<file path="src/rtl/approx_adder_pipe.sv">
// approx_adder_pipe: two-stage pipelined approximate adder with a runtime mode
// (exact, lower-part-OR, segmented carry-cut) and on-line error statistics.
module approx_adder_pipe #(
  parameter int WIDTH = 8,
  parameter int APX   = 4,
  parameter int SEG   = 4,
  parameter int CNT_W = 16
) (
  input  logic             clock,
  input  logic             rst_n,
  input  logic             in_valid,
  input  logic [1:0]       mode,
  input  logic [WIDTH-1:0] X,
  input  logic [WIDTH-1:0] Y,
  input  logic             Cin,
  input  logic             stat_clr,
  output logic             out_valid,
  output logic [WIDTH:0]   Sum,
  output logic [WIDTH:0]   Exact,
  output logic             err_flag,
  output logic [CNT_W-1:0] err_count,
  output logic [CNT_W-1:0] sample_count,
  output logic [WIDTH:0]   max_err
);

  localparam int UW   = WIDTH - APX;
  localparam int NSEG = WIDTH / SEG;
  localparam logic [CNT_W-1:0] CNT_ONE = {{(CNT_W-1){1'b0}}, 1'b1};

  typedef enum logic [1:0] {
    MODE_EXACT = 2'd0,
    MODE_LOA   = 2'd1,
    MODE_SEG   = 2'd2,
    MODE_RSVD  = 2'd3
  } mode_t;

  // stage-1 registers
  logic             v1;
  mode_t            m1;
  logic [WIDTH-1:0] x1;
  logic [WIDTH-1:0] y1;
  logic             c1;

  // stage-2 combinational results
  logic [WIDTH:0]   exact_c;
  logic [UW:0]      loa_hi;
  logic [WIDTH:0]   loa_sum;
  logic [SEG:0]     seg_tmp;
  logic [WIDTH:0]   seg_sum;
  logic [WIDTH:0]   apx_sum;
  logic [WIDTH:0]   err_mag;
  logic             err_c;

  // capture every input each cycle; no back-pressure
  always_ff @(posedge clock or negedge rst_n) begin
    if (!rst_n) begin
      v1 <= 1'b0;
      m1 <= MODE_EXACT;
      x1 <= '0;
      y1 <= '0;
      c1 <= 1'b0;
    end else begin
      v1 <= in_valid;
      m1 <= mode_t'(mode);
      x1 <= X;
      y1 <= Y;
      c1 <= Cin;
    end
  end

  // exact reference sum
  always_comb begin
    exact_c = {1'b0, x1} + {1'b0, y1} + {{WIDTH{1'b0}}, c1};
  end

  // lower-part OR: low bits ORed, upper part fed by AND of the top low bits
  always_comb begin
    loa_hi  = {1'b0, x1[WIDTH-1:APX]} + {1'b0, y1[WIDTH-1:APX]}
            + {{UW{1'b0}}, x1[APX-1] & y1[APX-1]};
    loa_sum = {loa_hi, x1[APX-1:0] | y1[APX-1:0]};
  end

  // segmented carry-cut: each segment adds on its own, Cin enters segment 0 only,
  // and only the top segment's carry-out survives as the MSB
  always_comb begin
    seg_sum = '0;
    seg_tmp = '0;
    for (int unsigned j = 0; j < NSEG; j++) begin
      seg_tmp = {1'b0, x1[j*SEG +: SEG]} + {1'b0, y1[j*SEG +: SEG]}
              + ((j == 0) ? {{SEG{1'b0}}, c1} : {(SEG+1){1'b0}});
      seg_sum[j*SEG +: SEG] = seg_tmp[SEG-1:0];
      if (j == NSEG - 1) seg_sum[WIDTH] = seg_tmp[SEG];
    end
  end

  // mode select and error magnitude
  always_comb begin
    case (m1)
      MODE_LOA: apx_sum = loa_sum;
      MODE_SEG: apx_sum = seg_sum;
      default:  apx_sum = exact_c;
    endcase
    err_mag = (apx_sum >= exact_c) ? (apx_sum - exact_c) : (exact_c - apx_sum);
    err_c   = (err_mag != '0);
  end

  // output register; results hold while no valid sample retires
  always_ff @(posedge clock or negedge rst_n) begin
    if (!rst_n) begin
      out_valid <= 1'b0;
      Sum       <= '0;
      Exact     <= '0;
      err_flag  <= 1'b0;
    end else begin
      out_valid <= v1;
      if (v1) begin
        Sum      <= apx_sum;
        Exact    <= exact_c;
        err_flag <= err_c;
      end
    end
  end

  // saturating statistics; clear takes priority over the retiring sample
  always_ff @(posedge clock or negedge rst_n) begin
    if (!rst_n) begin
      err_count    <= '0;
      sample_count <= '0;
      max_err      <= '0;
    end else if (stat_clr) begin
      err_count    <= '0;
      sample_count <= '0;
      max_err      <= '0;
    end else if (v1) begin
      if (sample_count != '1) sample_count <= sample_count + CNT_ONE;
      if (err_c && (err_count != '1)) err_count <= err_count + CNT_ONE;
      if (err_mag > max_err) max_err <= err_mag;
    end
  end

endmodule

</file>
<file path="config.mk">
export PLATFORM = sky130hd
export DESIGN_NAME = approx_adder_pipe
export DESIGN_NICKNAME = d
export VERILOG_FILES = /design/src/rtl/approx_adder_pipe.sv
export SDC_FILE = /design/constraint.sdc
export NUM_CORES = 1
export LEC_CHECK = 0
export BUFFER_PORTS_ARGS = -buffer_cell sky130_fd_sc_hd__buf_2
export CAP_MARGIN = 20
export CORE_MARGIN = 3
export CORE_UTILIZATION = 51
export DETAILED_ROUTE_END_ITERATION = 16
export GPL_TIMING_DRIVEN = 0
export PLACE_DENSITY = 0.73
export SYNTH_ARGS = -nofsm -noshare
export SYNTH_HDL_FRONTEND = slang
export SYNTH_SLANG_ARGS = --single-unit
export TNS_END_PERCENT = 50
</file>
<file path="constraint.sdc">
create_clock -name clock -period 5.95 [get_ports clock]
set_input_delay 0.595 -clock clock [delete_from_list [all_inputs] [get_ports clock]]
set_output_delay 0.595 -clock clock [all_outputs]
set_load 0.005 [all_outputs]
</file>
Word level (Yosys, flattened, before mapping)

Index checks and enable logic that the tools add are counted.

Reductions and logical operators: 9
Div/mod/pow operators: 0
Order comparisons: 2
Add/sub/neg operators: 10
Shift-type cells: 0
Bitwise gates (word level): 2
Mux-type cells: 11
Equality and inequality tests: 4
$mul: 0

Operator list:

| kind                  | number |
|---|---|
| $mux 16               | 6 |
| $mux 9                | 4 |
| $add 16x1->16 const B | 2 |
| $ne 16x16->1 const B  | 2 |
| $pmux 9 s2            | 1 |
| $sub 9x9->9           | 2 |
| $add 8x8->9           | 1 |
| $add 9x1->9           | 1 |
| $ge 9x9->1            | 1 |
| $gt 9x9->1            | 1 |
| $reduce_bool 9->1     | 1 |
| $reduce_bool 2->1     | 4 |
| $reduce_and 2->1      | 3 |
| $add 4x4->5           | 1 |
| $add 5x1->5           | 1 |
| $add 4x1->4           | 1 |
| $add 4x4->4           | 1 |
| $or 4x4->4            | 1 |
| $eq 2x1->1 const B    | 1 |
| $eq 2x2->1 const B    | 1 |
| $and 1x1->1           | 1 |
| $logic_and 1x1->1     | 1 |

Latch bits: 0
Input bits: 23
Memory bits (writable): 0
Output and inout port bits: 61
Register bits after elaboration: 81
Memory bits (read-only): 0
Memories kept: 0
Word-level logic and storage cells: 50

Depth between registers and ports, before layout

Gate-level depths: netlist of the first run.

Depth after elaboration: 10
Depth in mapped cells: 29

Least setup slack after synthesis of the first run

No wires, ideal clock.

Path type: flip-flop to flip-flop
Start: register x1[0]
End: register max_err[0]
Library setup time: 0.132 ns
Cell stages (with the launch flop): 29
Slack: 0.565 ns
Data arrival time: 5.253 ns
Path buffers: 3
Cells stage by stage: dfrtp_1 fa_1 inv_1 fa_1 nor2b_1 o21ai_0 nand2b_1 and3_1 nand2b_1 xor2_1 a21oi_1 ha_1 buf_2 a21o_1 a21oi_1 o21a_1 and2_1 buf_2 mux2_2 ha_1 nor2b_1 o21ai_0 a21oi_1 o31a_1 o21ai_0 a21oi_1 buf_1 mux2i_1 nor2_1

Cells in the longest elaborated chain, start to end: 8
Elaborated cells on any way between the ends: 16
Classes of those cells: add/sub (6); order compare (2); mux (5); bitwise (1); reduce/logical (2)

Ends and longest elaborated chain:

| item                                                         | RTL line | RTL |
|---|---|---|
| from (decl)                                                  | 40       | `logic [WIDTH-1:0] x1;` |
| from (signal assigned)                                       | 59       | `x1 <= '0;` |
| from (signal assigned)                                       | 65       | `x1 <= X;` |
| $add 8x8->9 *                                                | 73       | `exact_c = {1'b0, x1} + {1'b0, y1} + {{WIDTH{1'b0}}, c1};` |
| $add 9x1->9 *                                                | 73       |  |
| via exact_c[6]                                               | 45       | `logic [WIDTH:0] exact_c;` |
| $pmux 9 s2                                                   | 98       | `case (m1)` |
| $sub 9x9->9 / $ge 9x9->1 (equally long branches)             | 103      | `err_mag = (apx_sum >= exact_c) ? (apx_sum - exact_c) : (exact_c - apx_sum);` |
| $mux 9 *                                                     | 103      |  |
| $gt 9x9->1 / $mux 9 (equally long branches)                  | 137      | `if (err_mag > max_err) max_err <= err_mag;` |
| $reduce_bool 2->1 (no line) / $mux 9 (equally long branches) | -        |  |
| $reduce_and 2->1 (no line) / $mux 9 (equally long branches)  | -        |  |
| to (signal assigned)                                         | 137      |  |
| to (decl)                                                    | 23       | `output logic [WIDTH:0] max_err` |

The timed path passes the listed nets; every way through them passes the cells marked *. The select of a mux whose other input is x is not followed.
A chain may end at the register's enable or synchronous reset.

Worst setup path after layout of the first run

Start: register x1[0]
End: register max_err[1]

The elaborated chain is that of the path after synthesis.

==> flow_summary_export.csv, run 1 <==
group,metric,value,unit
worst_setup_path,worstReg2RegStart,"x1[0]$_DFF_PN0_",
synth,synth_area_per_cell,9.80,µm²
clock_network,clk_latency,0.34,ns
worst_setup_path,critical_path_class,"flip-flop to flip-flop",
synth,syn_area,5270,µm²
placement,dpl.hpwl,8930,µm
finish,layout-drive-gt1-share,24.8,%
global_routing,grtUsageTotal,21.2,%
synth,synth_ff_type,"dfrtp_1",
worst_setup_path,cp_common_cell,"a21oi_1",
clock_network,root_buffer,"clkbuf_8",
clock_network,clkSinkCount,81,
sta,skew,0.0115,ns
clock_network,cts-root-to-sink-buffers,2,
worst_setup_path,start_kind,"flip-flop",
drt,drt-wirelength-per-cell,15.0,µm
placement,place.gp.congestion,0.915,
worst_setup_path,r2r_slack,0.41,ns
drt,via_count,4234,
synth,synth_compound_area_share,13.0,%
worst_setup_path,crit_path_end_kind,"flip-flop",
drt,avgViaCountPerCell,5.48,
worst_setup_path,critPathSlowestCell,"fa_1",
run,cap_violations,0,
synth,synthAdderAreaFrac,12.5,%
run_status,status,"complete, no violations",
sta,slew_headroom,58.5,%
floorplanning,dieWidth,108,µm
floorplanning,rows,36,
worst_setup_path,r2r.worst_path.cells,28,
global_routing,antenna_found_initial,0,
power_and_ir_drop,p_switching,0.761,mW
sta,period_minus_slack,5.54,ns
worst_setup_path,max_stage_delay,0.46,ns
finish,nets,708,
sta,period_share,93.2,%
power_and_ir_drop,p_comb_share,49.4,%
sta,max_freq,180,MHz
worst_setup_path,worstPathMaxFanout,10,
floorplanning,ios,84,
worst_setup_path,r2r_end,"max_err[1]$_DFFE_PN0P_",
synth,ys_top_cells_by_area,"dfrtp_1, ha_1, a21oi_1",
power_and_ir_drop,p_per_area,321,nW/µm²
drt,drc,0,
synth,synthXorXnorAreaFrac,5.48,%
synth,yosysTopAreaCellShare,38.4,%
sta,tightestPinTransition,0.622,ns
floorplanning,core_area,9910,µm²
hold_path,min-delay-path-class,"primary input to async pin",
synth,yosys.area.top_type,"dfrtp_1",
finish,syn2layout_area_growth,16.1,%
synth,yosysSeqAreaShare,38.4,%
synth,synth_cells,538,
finish,instances_no_fill,773,
floorplanning,die_area,11600,µm²
synth,syn_nets,610,
synth,ys_warn_count,0,
sta,drv_slew,0,
synth,synth-simple-area-share,16.4,%
synth,synthArstFlopShare,100,%
synth,synth.distinct_cells,60,
global_routing,overflow,0,
synth,synth_edf_count,0,
power_and_ir_drop,intPower,1.21,mW
power_and_ir_drop,p_leak,2.98,nW
global_routing,grt_max_degree,48,
floorplanning,start_util,53.2,%
sta,finalHoldViolCount,0,
sta,finalSetupTns,0,ns
synth,synthMuxAreaShare,8.40,%
power_and_ir_drop,p_seq_share,32.7,%
clock_network,htreeDepth,3,
sta,setup-violations-final,0,
global_routing,grt_pass1_vias,4132,
worst_setup_path,worstPathArrival,5.75,ns
finish,insertedDiodeCount,0,
clock_network,cts_buffers,9,
drt,ant_nets,0,
finish,n_fill_cell,883,
clock_network,cts_tree,"yes",
placement,placed_cells,755,
worst_setup_path,cp.required,6.16,ns
placement,io_buffers,83,
clock_network,cts.clk_slew.worst_paths,0.08,ns
synth,ys_ff_latch,81,
power_and_ir_drop,p_clk_share,17.8,%
power_and_ir_drop,p_sw_share,38.7,%
drt,drt_wl_total,11600,µm
floorplanning,die_h,108,µm
synth,synth_top_family_by_area,"simple AND/OR/NAND/NOR gates",
global_routing,grt_pass1_wl,19700,µm
drt,drtIter0Drc,189,
drt,dr.pass1.iters,5,
power_and_ir_drop,ir_drop,0.198,mV
[cell families after synthesis]
family,count (synthesis)
adders and majority gates,49
and+or+nand+nor,160
muxes,38
AOI/OAI and AO/OA,103
DFF,81
buffers and inverters,74
xor gates and xnor gates,33
[how the worst max path moves through the flow]
stage                         start                     end  slack, ns  depth (start not counted)
detailed placement  x1[0]$_DFF_PN0_  max_err[8]$_DFFE_PN0P_      -0.24                         28
CTS                 x1[0]$_DFF_PN0_  max_err[0]$_DFFE_PN0P_      0.006                         28
global route        x1[0]$_DFF_PN0_  max_err[2]$_DFFE_PN0P_     -0.005                         27
global placement    x1[0]$_DFF_PN0_  max_err[0]$_DFFE_PN0P_      -0.12                         28
finish              x1[0]$_DFF_PN0_  max_err[1]$_DFFE_PN0P_       0.41                         28
floorplan           x1[0]$_DFF_PN0_  max_err[0]$_DFFE_PN0P_       0.57                         28
[final cells by class]
type	count	area [µm²]	share of cell area, %
clock inverter	3	17.5	0.286
inverter	52	195	3.19
multi-input combinational	383	2980	48.7
buffer	21	118	1.92
sequential	81	2030	33.1
timing repair buffer	88	475	7.76
tap	133	166	2.72
clock buffer	12	145	2.37
[cells in the final DEF, fill, tap and decap left out, types with 12 or more instances in the layout]
| master | Yosys | layout |
|---|---|---|
| xnor2_1 | 16 | 16 |
| nor2b_1 | 16 | 16 |
| nand3_1 | 14 | 14 |
| dfrtp_1 | 81 | 81 |
| ha_1 | 43 | 42 |
| xor2_1 | 17 | 14 |
| a21oi_1 | 41 | 38 |
| nor2_1 | 52 | 52 |
| mux2i_1 | 15 | 15 |
| a21o_1 | 12 | 12 |
| buf_2 | 5 | 86 |
| o21ai_0 | 14 | 12 |
| clkbuf_1 | 11 | 12 |
| nand2_1 | 22 | 22 |
| mux2_2 | 14 | 14 |
| inv_1 | 52 | 52 |
[timing repair]
| item | in CTS | in global routing |
|---|---|---|
| setup endpoints to repair | 9 | 9 |
| hold buffers | 0 | 0 |
| resized for setup | 2 | 13 |
| buffers inserted | 0 | 4 |
| pin swaps | 0 | 2 |
[per-stage QoR]
stage	total power [mW]	utilization [%]	hold slack [ns]	cell area [µm²]	setup WS (ns)
after floorplan	1.35	-	0.299	5270	0.565
final	1.97	61.8	0.203	6120	0.408
after global routing	2.13	61.8	0.233	6120	-0.00489
after global placement	1.56	59.1	0.482	5860	-0.117
after detailed placement	1.59	59.4	0.486	5890	-0.235
after CTS	1.95	61.1	0.206	6060	0.00562
[synthesized netlist by cell type (8+ instances only)]
master	number
a21oi_1	41
mux2_4	9
xnor2_1	16
ha_1	43
nand2_1	22
nand4_1	8
xor2_1	17
a21o_1	12
nor2_1	52
clkbuf_1	11
nor2b_1	16
dfrtp_1	81
mux2_2	14
o21ai_0	14
inv_1	52
mux2i_1	15
nand3_1	14
[worst max-delay path, delay by kind of cell (launching register included)]
family / cells / cell delay [ns]
adders and majority gates: 4 / 1.22
xor gates and xnor gates: 1 / 0.17
and+or+nand+nor: 7 / 0.91
DFF: 1 / 0.40
muxes: 2 / 0.53
buffers and inverters: 5 / 0.79
AOI/OAI and AO/OA: 9 / 1.42
[registers in the layout (all words and copies together) (netlist names)]
name	flops
c1	1
err_flag	1
err_count	16
sample_count	16
max_err	9
out_valid	1
v1	1
y1	8
Exact	9
Sum	9
m1	2
x1	8
[routing by layer]
layer  wire length (µm)  track usage [%]
met1               5440             30.1
met2               5390             32.8
met3                562             3.72
met4                207             7.48
met5                  0                0
[power by group through the flow]
stage               Combinational, mW  Sequential [mW]  Clock [mW]
floorplan                       0.694            0.652           0
global placement                0.905            0.652           0
detailed placement              0.932            0.655           0
CTS                             0.940            0.644       0.363
global route                     1.10            0.651       0.388
finish                          0.972            0.643       0.351
No activity file was read; power rests on OpenSTA's default activity.
==> inputs of run 2 (changes only) <==
- RECOVER_POWER: not set -> 100
==> run 2 against run 1 <==
  * Final cell count is the same
  * Total power down 0.28%
  * Wire length grew 0.37%
  * The run now ends with max-capacitance violations, max-slew violations left
  * Global-route usage is the same
==> flow_summary_export.csv, run 2 (synthesis gave the netlist of run 1 again) <==
group,metric,value,unit
run_status,status,"finished, violations left",
run_status,violations,"max-capacitance violations, max-slew violations",
placement,placed_cells,755,
finish,insertedDiodeCount,0,
worst_setup_path,crit_path_end_kind,"flip-flop",
worst_setup_path,worstPathArrival,5.74,ns
clock_network,cts.hold.buffers_added,0,
worst_setup_path,crit_buf_inv,5,
sta,period_share,93.0,%
worst_setup_path,critical_path_class,"flip-flop to flip-flop",
finish,instances_no_fill,773,
power_and_ir_drop,p_sw_share,38.9,%
power_and_ir_drop,p_switching,0.762,mW
power_and_ir_drop,p_seq_share,32.8,%
clock_network,cts_tree,"yes",
sta,slew_headroom,-63.1,%
global_routing,antenna_found_initial,0,
sta,fin_ws,0.417,ns
worst_setup_path,start_kind,"flip-flop",
placement,dpl.hpwl,8930,µm
floorplanning,die_area,11600,µm²
floorplanning,start_util,53.2,%
clock_network,cts-root-to-sink-buffers,2,
sta,tightestPinTransition,2.45,ns
finish,reg_top3,"err_count x16, sample_count x16",
clock_network,clk_latency,0.35,ns
clock_network,clkSinkCount,81,
global_routing,grt_pass1_vias,4132,
worst_setup_path,path_delay_family,"compound AO/OA/AOI/OAI gates",
power_and_ir_drop,ir_drop,0.193,mV
power_and_ir_drop,intPower,1.20,mW
worst_setup_path,cp_common_cell,"a21oi_1",
sta,max_freq,181,MHz
placement,pre_cts_ws,-0.235,ns
power_and_ir_drop,p_clk_share,18.0,%
worst_setup_path,cp.required,6.16,ns
finish,layout_commonest_cell,"dfrtp_1",
global_routing,grt_max_degree,48,
clock_network,root_buffer,"clkbuf_8",
placement,place.gp.congestion,0.915,
clock_network,cts.clk_slew.worst_paths,0.08,ns
drt,dr.pass1.iters,4,
floorplanning,core_area,9910,µm²
finish,nets,708,
sta,setup-violations-final,0,
worst_setup_path,worstPathMaxFanout,10,
global_routing,grt_pass1_wl,19700,µm
power_and_ir_drop,p_leak,2.84,nW
floorplanning,die_h,108,µm
drt,avgViaCountPerCell,5.48,
finish,layout-drive-gt1-share,19.5,%
drt,via_count,4236,
clock_network,htreeDepth,3,
worst_setup_path,critPathSlowestCell,"fa_1",
hold_path,min-delay-path-class,"primary input to flip-flop",
floorplanning,dieWidth,108,µm
run,cap_violations,2,
drt,drtIter0Drc,184,
sta,period_minus_slack,5.53,ns
placement,io_buffers,83,
drt,drc,0,
floorplanning,rows,36,
global_routing,grtUsageTotal,21.2,%
drt,ant_nets,0,
clock_network,cts_buffers,9,
sta,finalHoldViolCount,0,
drt,drt-wirelength-per-cell,15.1,µm
power_and_ir_drop,p_comb_share,49.2,%
global_routing,overflow,0,
drt,drt_wl_total,11600,µm
sta,skew,0.0147,ns
sta,drv_slew,84,
sta,hold_slack,0.356,ns
power_and_ir_drop,p_per_area,324,nW/µm²
finish,final_cell_mix,"dfrtp_1, buf_2, inv_1, nor2_1, clkbuf_1",
floorplanning,ios,84,
worst_setup_path,max_stage_delay,0.46,ns
finish,syn2layout_area_growth,14.8,%
==> run 2: stage by stage <==
| stage | power (mW) | setup TNS [ns] | cell area, µm² | utilization, % |
|---|---|---|---|---|
| after floorplan | 1.35 | 0 | 5270 | - |
| after global routing | 2.13 | -0.00489 | 6060 | 61.1 |
| after CTS | 1.95 | 0 | 6060 | 61.1 |
| after global placement | 1.56 | -0.951 | 5860 | 59.1 |
| after detailed placement | 1.59 | -2.03 | 5890 | 59.4 |
| final | 1.96 | 0 | 6060 | 61.1 |
==> run 2: area by class of cell <==
class | count | area, µm²
fillers | 904 | 3850
clock inverters | 3 | 17.5
well taps | 133 | 166
flip-flops and latches | 81 | 2030
clock buffers | 12 | 145
inverters | 52 | 195
multi-input cells | 383 | 2980
repair buffers | 88 | 408
plain buffers | 21 | 118
==> run 2: path summary, 6_finish.rpt <==
check / cells past startpoint / start / slack, ns / end
setup / recovery: 28 / x1[0]$_DFF_PN0_ / 0.42 / max_err[1]$_DFFE_PN0P_
hold / removal: 1 / Y[7] / 0.36 / y1[7]$_DFF_PN0_
setup reg to reg: 28 / x1[0]$_DFF_PN0_ / 0.42 / max_err[1]$_DFFE_PN0P_
hold reg to reg: 0 / v1$_DFF_PN0_ / 0.49 / out_valid$_DFF_PN0_
max in group asynchronous: 2 / rst_n / 2.09 / Exact[2]$_DFFE_PN0P_
min in group asynchronous: 1 / rst_n / 0.77 / max_err[8]$_DFFE_PN0P_
==> run 2: power by group through the flow <==
stage | clock, mW | sequential [mW] | combinational [mW]
final | 0.352 | 0.644 | 0.965
after CTS | 0.363 | 0.644 | 0.940
after global routing | 0.388 | 0.652 | 1.09
after global placement | 0 | 0.652 | 0.905
after floorplan | 0 | 0.652 | 0.694
after detailed placement | 0 | 0.655 | 0.932
==> run 2: metal layers <==
layer | global-route usage, % | vias up | share of wire, %
met5 | 0 | - | 0
met4 | 7.48 | 0 | 1.9
met3 | 3.72 | 19 | 4.3
met2 | 32.8 | 116 | 46
met1 | 30.1 | 2054 | 48
li1 | - | 2047 | -
==> run 2: repair_timing <==
action | CTS | global route
gates cloned | 0 | 0
setup buffers | 0 | 4
pin swaps | 0 | 2
endpoints found under the hold margin | 0 | 0
resized for setup | 2 | 13
endpoints found under the setup margin | 9 | 9
==> inputs of run 3 (changes only) <==
- ABC_AREA: not set -> 1
- CAP_MARGIN: 20 -> not set
==> run 3 against run 2 <==
  * The run still ends with max-capacitance violations, max-slew violations left
  * Global-route usage is 2.4 points higher
  * Wire length is 9.3% higher
  * Register-to-register slack better by 0.43 ns
  * Final cell count is 23% higher
  * Worst setup slack better by 0.43 ns
  * Die area is 2.1% higher
  * Clock-buffer cell count stayed put
  * Hold slack worse by 0.024 ns
  * Sequential share of layout area is 0.29 points lower
  * Sequential power is 1% higher
  * Critical path type unchanged
  * Critical endpoint is now max_err[3]$_DFFE_PN0P_
  * Largest cell class unchanged
==> flow_summary_export.csv, run 3 <==
group,metric,value,unit
worst_setup_path,worstPathArrival,5.38,ns
clock_network,cts_setup_buffers,0,
hold_path,whs_path_depth,1,
sta,finalSetupTns,0,ns
clock_network,ctsResizeCount,0,
placement,pre_cts_ws,0.883,ns
synth,ys_warn_count,0,
synth,syn_area,5390,µm²
drt,via_count,4909,
worst_setup_path,critical_path_class,"flip-flop to flip-flop",
worst_setup_path,start_kind,"flip-flop",
synth,yosys-top-cells-count,"nand2_1, inv_1, dfrtp_1, nand3_1, nor2_1",
synth,yosysTopAreaCellShare,37.6,%
global_routing,overflow,0,
worst_setup_path,r2r_end,"max_err[3]$_DFFE_PN0P_",
drt,ant_nets,0,
clock_network,clk_latency,0.36,ns
synth,synthArstFlopShare,100,%
placement,dpl-instance-area,6000,µm²
worst_setup_path,critPathSlowestCell,"nor2_1",
drt,drt_wl_total,12700,µm
sta,setup-violations-final,0,
clock_network,clkSinkCount,81,
synth,yosys.area.top_type,"dfrtp_1",
worst_setup_path,r2r.worst_path.cells,31,
synth,synth_area_per_cell,7.49,µm²
power_and_ir_drop,p_leak,3.18,nW
finish,insertedDiodeCount,0,
sta,tightestPinTransition,2.63,ns
worst_setup_path,crit_path_end_kind,"flip-flop",
placement,place.gp.congestion,0.921,
run,cap_violations,2,
drt,avgViaCountPerCell,5.15,
placement,dpl.hpwl,9950,µm
sta,period_share,85.8,%
hold_path,worstHoldEndpoint,"v1$_DFF_PN0_",
sta,slew_headroom,-75.0,%
clock_network,cts.hold.buffers_added,0,
placement,placed_cells,937,
finish,syn2layout_area_growth,13.3,%
global_routing,grt_pass1_vias,4944,
worst_setup_path,max_stage_delay,0.44,ns
drt,dr.pass1.iters,5,
finish,design_area,6110,µm²
synth,synth_ff_type,"dfrtp_1",
floorplanning,ios,84,
global_routing,grt_max_degree,51,
synth,ys_ff_latch,81,
sta,rsz0062_at_grt,"no",
sta,skew,0.0143,ns
worst_setup_path,r2r_slack,0.84,ns
finish,final_cell_mix,"nand2_1, inv_1, dfrtp_1, nand3_1, nor2_1",
drt,drtIter0Drc,259,
clock_network,cts_tree,"yes",
power_and_ir_drop,ir_drop,0.183,mV
synth,yosysMostFrequentCell,"nand2_1",
sta,max_freq,196,MHz
worst_setup_path,worstReg2RegStart,"x1[0]$_DFF_PN0_",
finish,n_fill_cell,965,
finish,seqCellArea,2030,µm²
global_routing,grtUsageTotal,23.6,%
clock_network,cts_buffers,9,
worst_setup_path,cp_common_cell,"nand2_1",
worst_setup_path,cp.required,6.22,ns
floorplanning,start_util,53.7,%
run_status,status,"finished, violations left",
synth,synth_edf_count,0,
synth,ys_top_cells_by_area,"dfrtp_1, nand2_1, ha_1",
global_routing,antenna_found_initial,0,
drt,drt-wirelength-per-cell,13.4,µm
clock_network,htreeDepth,3,
sta,fin_ws,0.844,ns
drt,drc,0,
clock_network,root_buffer,"clkbuf_8",
finish,multiInputGateArea,2830,µm²
hold_path,worstHoldStart,"in_valid",
floorplanning,rows,36,
sta,period_minus_slack,5.11,ns
clock_network,cts.clk_slew.worst_paths,0.09,ns
placement,io_buffers,83,
hold_path,min-delay-path-class,"primary input to flip-flop",
clock_network,cts-root-to-sink-buffers,2,
floorplanning,die_area,11800,µm²
power_and_ir_drop,p_per_area,321,nW/µm²
synth,synth.distinct_cells,44,
finish,nets,887,
finish,instances_no_fill,953,
synth,syn_nets,792,
sta,finalHoldViolCount,0,
floorplanning,die_h,109,µm
run_status,violations,"max-capacitance violations, max-slew violations",
finish,layout-drive-gt1-share,10.1,%
sta,drv_slew,84,
floorplanning,dieWidth,109,µm
floorplanning,core_area,10000,µm²
global_routing,grt_pass1_wl,22400,µm
synth,synth_cells,720,
synth,yosysSeqAreaShare,37.6,%
finish,reg_top3,"err_count x16, sample_count x16",
finish,layout_commonest_cell,"nand2_1",
worst_setup_path,worstPathMaxFanout,8,
run 3: worst max path at each step:
stage,startpoint,endpoint,depth (start not counted)
after floorplan,x1[4]$_DFF_PN0_,max_err[1]$_DFFE_PN0P_,30
after global placement,x1[0]$_DFF_PN0_,max_err[2]$_DFFE_PN0P_,30
after detailed placement,x1[0]$_DFF_PN0_,max_err[1]$_DFFE_PN0P_,30
after CTS,x1[0]$_DFF_PN0_,max_err[3]$_DFFE_PN0P_,30
after global routing,x1[0]$_DFF_PN0_,max_err[6]$_DFFE_PN0P_,31
final,x1[0]$_DFF_PN0_,max_err[3]$_DFFE_PN0P_,31
run 3: worst max-delay path, delay by kind of cell, from the launching register on:
family,cells,cell delay (ns)
compound gates,7,1.13
fa+ha+maj,4,1.26
flops,1,0.39
buf+inv,5,0.30
simple gates,15,1.94
run 3: layout make-up:
class / instances / share of cell area (%)
Buffer: 13 / 0.901
Clock buffer: 12 / 2.38
Clock inverter: 4 / 1.21
Inverter: 116 / 7.13
Multi-Input combinational cell: 510 / 46.4
Sequential cell: 81 / 33.2
Tap cell: 133 / 2.72
Timing Repair Buffer: 84 / 6.12
run 3: through the flow:
stage	util, %	hold slack, ns	power [mW]
after floorplan	-	0.299	1.28
after global placement	59.5	0.465	1.49
after detailed placement	59.8	0.460	1.53
after CTS	61.9	0.181	1.98
after global routing	60.8	0.314	2.16
final	60.8	0.332	1.96
run 3: cells by family (layout without fill, tap and decap cells):
| group | after synthesis | after routing | synth area share (%) |
|---|---|---|---|
| buffers and inverters | 129 | 229 | 9.24 |
| XOR/XNOR | 21 | 21 | 3.41 |
| adder cells (fa/ha/maj) | 49 | 49 | 12.2 |
| flip-flops | 81 | 81 | 37.6 |
| AO/OA/AOI/OAI | 92 | 92 | 9.63 |
| AND/OR/NAND/NOR | 348 | 348 | 27.9 |
run 3: report_power, final:
part	internal, mW	switching (mW)
Combinational	0.312	0.538
Sequential	0.612	0.0387
Clock	0.249	0.212
Total	1.17	0.789
run 3: layer usage:
| metal | routed length, µm | track usage (%) |
|---|---|---|
| met1 | 5910 | 31.6 |
| met3 | 707 | 3.55 |
| met2 | 5870 | 38.8 |
| met5 | 0 | 0 |
| met4 | 243 | 8.84 |
